**config.mk**
```make
export PLATFORM = sky130hd
export DESIGN_NAME = hazard_ctrl_mc
export DESIGN_NICKNAME = d
export VERILOG_FILES = /design/src/rtl/hazard_ctrl_mc.sv
export SDC_FILE = /design/constraint.sdc
export NUM_CORES = 1
export LEC_CHECK = 0
export ABC_AREA = 1
export BUFFER_PORTS_ARGS = -buffer_cell sky130_fd_sc_hd__buf_4
export CAP_MARGIN = 15
export CORE_MARGIN = 10
export CORE_UTILIZATION = 33
export CTS_CLUSTER_DIAMETER = 120
export CTS_CLUSTER_SIZE = 16
export DETAILED_ROUTE_END_ITERATION = 8
export PLACE_DENSITY = 0.79
export RECOVER_POWER = 100
export SETUP_SLACK_MARGIN = 0.1
export SYNTH_ARGS = -nofsm -noshare
export SYNTH_HDL_FRONTEND = slang
export SYNTH_SLANG_ARGS = --single-unit
```
**constraint.sdc**
```tcl
create_clock -name clk -period 0.95 [get_ports clk]
set_clock_uncertainty 0.15 [all_clocks]
set_input_delay 0 -clock clk [delete_from_list [all_inputs] [get_ports clk]]
set_output_delay 0 -clock clk [all_outputs]
set_load 0.03 [all_outputs]
```
**src/rtl/hazard_ctrl_mc.sv**
```systemverilog
// Hazard unit for the 5-stage RV pipeline: forwarding, load-use/RAW stalls, branch flush
// and an IDLE/BUSY sequencer for multi-cycle MDU ops. Perf counters with HAZARD_PERF_CNT_EN.
module hazard_ctrl_mc #(
    parameter int REG_AW      = 5,
    parameter int FWD_EN      = 1,
    parameter int RF_WR_FIRST = 1,
    parameter int CNT_W       = 32
) (
    input  logic              clk,
    input  logic              rst_n,
    input  logic [REG_AW-1:0] Rs1D,
    input  logic [REG_AW-1:0] Rs2D,
    input  logic [REG_AW-1:0] Rs1E,
    input  logic [REG_AW-1:0] Rs2E,
    input  logic [REG_AW-1:0] RdE,
    input  logic [REG_AW-1:0] RdM,
    input  logic [REG_AW-1:0] RdW,
    input  logic              RegWriteE,
    input  logic              RegWriteM,
    input  logic              RegWriteW,
    input  logic              ResultSrcb0E,
    input  logic              PCSrcE,
    input  logic              MdOpE,
    input  logic              MdDoneE,
    input  logic              PerfClr,
    output logic [1:0]        ForwardAE,
    output logic [1:0]        ForwardBE,
    output logic              StallF,
    output logic              StallD,
    output logic              StallE,
    output logic              FlushD,
    output logic              FlushE,
    output logic              FlushM,
    output logic              MdStartE,
    output logic              MdBusy
`ifdef HAZARD_PERF_CNT_EN
    ,
    output logic [CNT_W-1:0]  StallCnt,
    output logic [CNT_W-1:0]  FlushCnt
`endif
);

    typedef enum logic {IDLE, BUSY} md_state_t;

    md_state_t         state_q, state_d;
    logic              md_stall;
    logic              lw_stall, raw_stall, d_stall;
    logic [REG_AW-1:0] src_d [2];
    logic [1:0]        lw_hit, raw_hit;

    assign src_d[0] = Rs1D;
    assign src_d[1] = Rs2D;

    genvar gi;
    generate
        for (gi = 0; gi < 2; gi++) begin : g_src
            assign lw_hit[gi]  = (RdE != '0) && (src_d[gi] == RdE);
            // Without forwarding any in-flight producer of a nonzero source must drain first.
            assign raw_hit[gi] = (src_d[gi] != '0) &&
                                 ((src_d[gi] == RdE && RegWriteE) ||
                                  (src_d[gi] == RdM && RegWriteM) ||
                                  ((RF_WR_FIRST == 0) && src_d[gi] == RdW && RegWriteW));
        end

        if (FWD_EN != 0) begin : g_fwd
            always_comb begin
                ForwardAE = 2'b00;
                if (Rs1E != '0 && Rs1E == RdM && RegWriteM)      ForwardAE = 2'b10;
                else if (Rs1E != '0 && Rs1E == RdW && RegWriteW) ForwardAE = 2'b01;
                ForwardBE = 2'b00;
                if (Rs2E != '0 && Rs2E == RdM && RegWriteM)      ForwardBE = 2'b10;
                else if (Rs2E != '0 && Rs2E == RdW && RegWriteW) ForwardBE = 2'b01;
            end
        end else begin : g_nofwd
            assign ForwardAE = 2'b00;
            assign ForwardBE = 2'b00;
        end
    endgenerate

    assign lw_stall  = ResultSrcb0E && (|lw_hit);
    assign raw_stall = (FWD_EN == 0) && (|raw_hit);
    assign d_stall   = lw_stall || raw_stall;

    always_comb begin
        state_d  = state_q;
        md_stall = 1'b0;
        MdStartE = 1'b0;
        MdBusy   = 1'b0;
        case (state_q)
            IDLE: begin
                if (MdOpE) begin
                    MdStartE = 1'b1;
                    md_stall = 1'b1;
                    state_d  = BUSY;
                end
            end
            BUSY: begin
                if (MdDoneE) begin
                    state_d = IDLE;
                end else begin
                    md_stall = 1'b1;
                    MdBusy   = 1'b1;
                end
            end
            default: state_d = IDLE;
        endcase
    end

    always_ff @(posedge clk or negedge rst_n) begin
        if (!rst_n) state_q <= IDLE;
        else        state_q <= state_d;
    end

    // While E holds an MDU op, branch/bubble flushes must not destroy it.
    assign StallF = md_stall || (d_stall && !PCSrcE);
    assign StallD = StallF;
    assign StallE = md_stall;
    assign FlushM = md_stall;
    assign FlushD = PCSrcE && !md_stall;
    assign FlushE = (d_stall || PCSrcE) && !md_stall;

`ifdef HAZARD_PERF_CNT_EN
    logic [CNT_W-1:0] stall_cnt_q, stall_cnt_d, flush_cnt_q, flush_cnt_d;

    always_comb begin
        stall_cnt_d = stall_cnt_q;
        flush_cnt_d = flush_cnt_q;
        if (PerfClr) begin
            stall_cnt_d = '0;
            flush_cnt_d = '0;
        end else begin
            if (StallD && stall_cnt_q != '1) stall_cnt_d = stall_cnt_q + 1'b1;
            if (FlushE && flush_cnt_q != '1) flush_cnt_d = flush_cnt_q + 1'b1;
        end
    end

    always_ff @(posedge clk or negedge rst_n) begin
        if (!rst_n) begin
            stall_cnt_q <= '0;
            flush_cnt_q <= '0;
        end else begin
            stall_cnt_q <= stall_cnt_d;
            flush_cnt_q <= flush_cnt_d;
        end
    end

    assign StallCnt = stall_cnt_q;
    assign FlushCnt = flush_cnt_q;
`else
    logic unused_perf_clr;
    assign unused_perf_clr = PerfClr;
`endif

endmodule

```
; Word level (Yosys, flattened, before mapping)
; Index checks and enable logic that the tools add are counted.
; W data, S select, Z words.
[totals]
wordCells = 39
input_bits = 45
out_inout_bits = 12
ff_bits = 1
[op_classes]
n_reduce_logical = 22
n_bitwise = 1
eq_ne = 6
mux = 9
[ops]
columns = cell, count
row1 = $eq A5 B5 Y1, 6
row2 = $reduce_bool A5 Y1, 3
row3 = $logic_and A1 B1 Y1, 14
row4 = $mux W1, 6
row5 = $mux W2, 2
row6 = $logic_not A1 Y1, 2
row7 = $logic_or A1 B1 Y1, 2
row8 = $pmux W1 S2, 1
row9 = $reduce_or A2 Y1, 1
row10 = $not A1 Y1, 1

; Depth between registers and ports, before layout
[logic_depth]
word_depth = 6
ltp_mapped = 9
depth_no_buf = 8

; Worst setup path before layout
; No wires, ideal clock.
[synth_timing]
path_kind = flip-flop to output port
startpoint = register state_q
endpoint = output FlushE
path_buffers = 0
arrival_time_ps = 1559
t_required_ps = 800
path_slack_ps = -759
path_stages_with_launch = 6
cell_sequence = dfrtp_1 inv_1 o21ai_1 nor2_1 inv_1 nand2_1
[synth_via]
elab_chain_cells = 4
[synth_lines]
columns = element, line_no
row1 = from (decl), 45  ; md_state_t state_q, state_d;
row2 = from (signal assigned), 111  ; else state_q <= state_d;
row3 = $not A1 Y1, --
row4 = $pmux W1 S2 *, 89  ; case (state_q)
row5 = net FlushM, 33  ; output logic FlushM,
row6 = $logic_not A1 Y1 *, 120  ; assign FlushE = (d_stall || PCSrcE) && !md_stall;
row7 = $logic_and A1 B1 Y1 *, 120
row8 = to (decl), 32  ; output logic FlushE,
; Mark *: on every way through the listed nets, which the timed path passes. The rest lies on a longest branch.

; Worst setup path after layout
[layout_timing]
startpoint = register state_q
endpoint = output FlushE
[layout_via]
elab_chain_cells = 4
[layout_lines]
columns = element, line_no
row1 = $not A1 Y1, --
row2 = $pmux W1 S2 *, 89
row3 = $logic_not A1 Y1 *, 120
row4 = $logic_and A1 B1 Y1 *, 120
; Every way passes the cells marked *; elsewhere a longest branch is shown, timed or not.

==> metrics.txt <==
status finished, violations left; failing checks negative setup slack; multi-input gate area in the final layout 636 um^2; Rel. slew slack 0.864; Placed Cells incl. Taps 210; Worst Path Class, Setup flop to primary output; Final Setup Violations 11; routed wire length 3210 um; Port Buffers 54; final setup margin -154 ps; Ports 57; hpwl dp 2250 um; FMAX 0.906 GHz; YS warnings 0; Crit Path Max Fanout 3; Seq/Total Area, Yosys 0.0405; Buf/Inv on CP 3; gr ovfl total 0; CP Launch Type flop; post-synthesis instance total 132; commonest non-fill, non-tap cell in the layout nand2_1; peak supply drop 360 uV; Synth Net Count 177; max FFs per register 1; CP required 800 ps; Largest delay share family, worst path flip-flops; HP Class primary input to primary output; power density over the cells 609 nW/um^2; most frequent cells in the layout 37 x nand2_1, 26 x buf_4, 24 x buf_6, 13 x inv_2, 11 x inv_1; layout cells sized above 1 0.581; Worst EP arrival 950 ps; Die W 63.3 um; Vias/cell 4.79; ranking of synthesized cells by area nand2_1 29%, inv_1 18%, nor2_1 9.7%; DR WL/cell 14.9 um; Core Area 1750 um^2; final core occ 0.828; mapped cell area 618 um^2; Slew Viols, Final 0; #FFs+latches synth 1; gpl congestion 0.802; CP Capture Type primary output; GRT Total Usage 0.132; Post-Route Setup TNS -886 ps; initial antenna violation count 0; Slowest-stage cell, CP dfrtp_1; Worst-path clk slew 0 ps; # rows 15; Netlist cell types 17; largest net degree at the start of global routing 6; Area Overhead vs Synth 134%; Final nets 238; cell taking the most area after synthesis nand2_1; hold_ws 148 ps; Routed Antenna Nets 0; Largest Register state_q; Initial Utilization 0.354; die boundary height 63.3 um; Die ar. 4000 um^2; MaxCap Viol Count 0; Seq. cell area 25.0 um^2; Pre-Repair DR Iteration Count 4; RSZ-0062 raised after global routing true; Tmin final 1100 ps; count of final hold-check violations 0; Syn Area/Cell 4.68 um^2; final worst path period share 1.16; share of the synthesized area in the top cell type 0.291; Slew @ Worst Pin 204 ps; first-pass GRT wire length 4640 um; Largest regs state_q: 1 flops; leakage power 0.759 nW; DRC 0; vias in the first global route 1085; vias 1034; fillcell total 120; starting DRC count in detailed routing 31; Crit path largest cell delay 350 ps; Post-Layout Cell Count 216; Ant. Diodes 0; clk_lat worst skew 0 ps; critical path cell sequence inv_2 -> nand2_4 -> o21ai_4 -> nor2_4 -> inv_1 -> nand2_2 -> buf_6
synth_stat cells:
master	number
a21oi_1	2
or2_0	1
buf_4	2
o21ai_1	1
nand2_1	48
nor3_1	3
o21ai_0	4
inv_2	1
inv_1	29
xnor2_1	5
nor3b_1	1
xor2_1	5
o22ai_1	2
nand3_1	6
nand4_1	5
dfrtp_1	1
nor2_1	16
per-layer routing:
metal	global-route usage	vias to the layer above	part of all wire
li1	-	518	-
met1	0.149	464	0.39
met2	0.251	48	0.52
met3	0.0300	4	0.074
met4	0.0137	0	0.014
met5	0	-	0
path summary, 6_finish.rpt:
kind                            slack, ps  depth (start not counted)         startpoint           endpoint
worst max register to register        -30                          4  state_q$_DFF_PN0_  state_q$_DFF_PN0_
worst min-delay path                  150                          3            MdDoneE             MdBusy
max in group asynchronous             350                          2              rst_n  state_q$_DFF_PN0_
worst min register to register        570                          4  state_q$_DFF_PN0_  state_q$_DFF_PN0_
min in group asynchronous             210                          2              rst_n  state_q$_DFF_PN0_
worst max-delay path                 -150                          7  state_q$_DFF_PN0_             FlushE
where the power goes:
part | switching, W | leakage (nW) | internal (W)
clock network | 0 | 0 | 0
registers | 0.00000292 | 0.0120 | 0.0000497
logic | 0.000415 | 0.747 | 0.000412
total | 0.000418 | 0.759 | 0.000461
through the flow:
stage / worst slack [ps] / total power, W / cell area (um^2)
after floorplan: -239 / 0.000396 / 683
after global placement: -157 / 0.000647 / 1110
after detailed placement: -205 / 0.000663 / 1110
after CTS: -144 / 0.000750 / 1270
after global routing: -202 / 0.000937 / 1450
final: -154 / 0.000879 / 1450
timing repair:
| action | 4_1_cts | 5_1_grt |
|---|---|---|
| gates resized for setup | 46 | 50 |
| pin swaps | 29 | 31 |
| hold buffers | 1 | 0 |
| cloned | 0 | 0 |
| setup buffers | 3 | 2 |
| setup endpoints to repair | 12 | 13 |
| hold endpoints to repair | 1 | 0 |
worst register-to-register path, delay by kind of cell (launching register included):
| kind | cells | cell delay (ps) |
|---|---|---|
| flip-flops | 1 | 350 |
| buffers and inverters | 2 | 250 |
| AO/OA/AOI/OAI | 1 | 90 |
| AND/OR/NAND/NOR | 1 | 70 |
cell families after synthesis:
group                     after synthesis  share of synthesized area
AOI/OAI and AO/OA                       9                     0.0769
xor gates and xnor gates               10                      0.142
buffers and inverters                  32                      0.206
DFF                                     1                     0.0405
and+or+nand+nor                        80                      0.534
layout make-up:
cell class	count	area share
multi-input combinational	99	0.440
timing repair buffer	61	0.431
inverter	30	0.0900
tap	25	0.0216
sequential	1	0.0173
(Power assumes the default switching activity.)
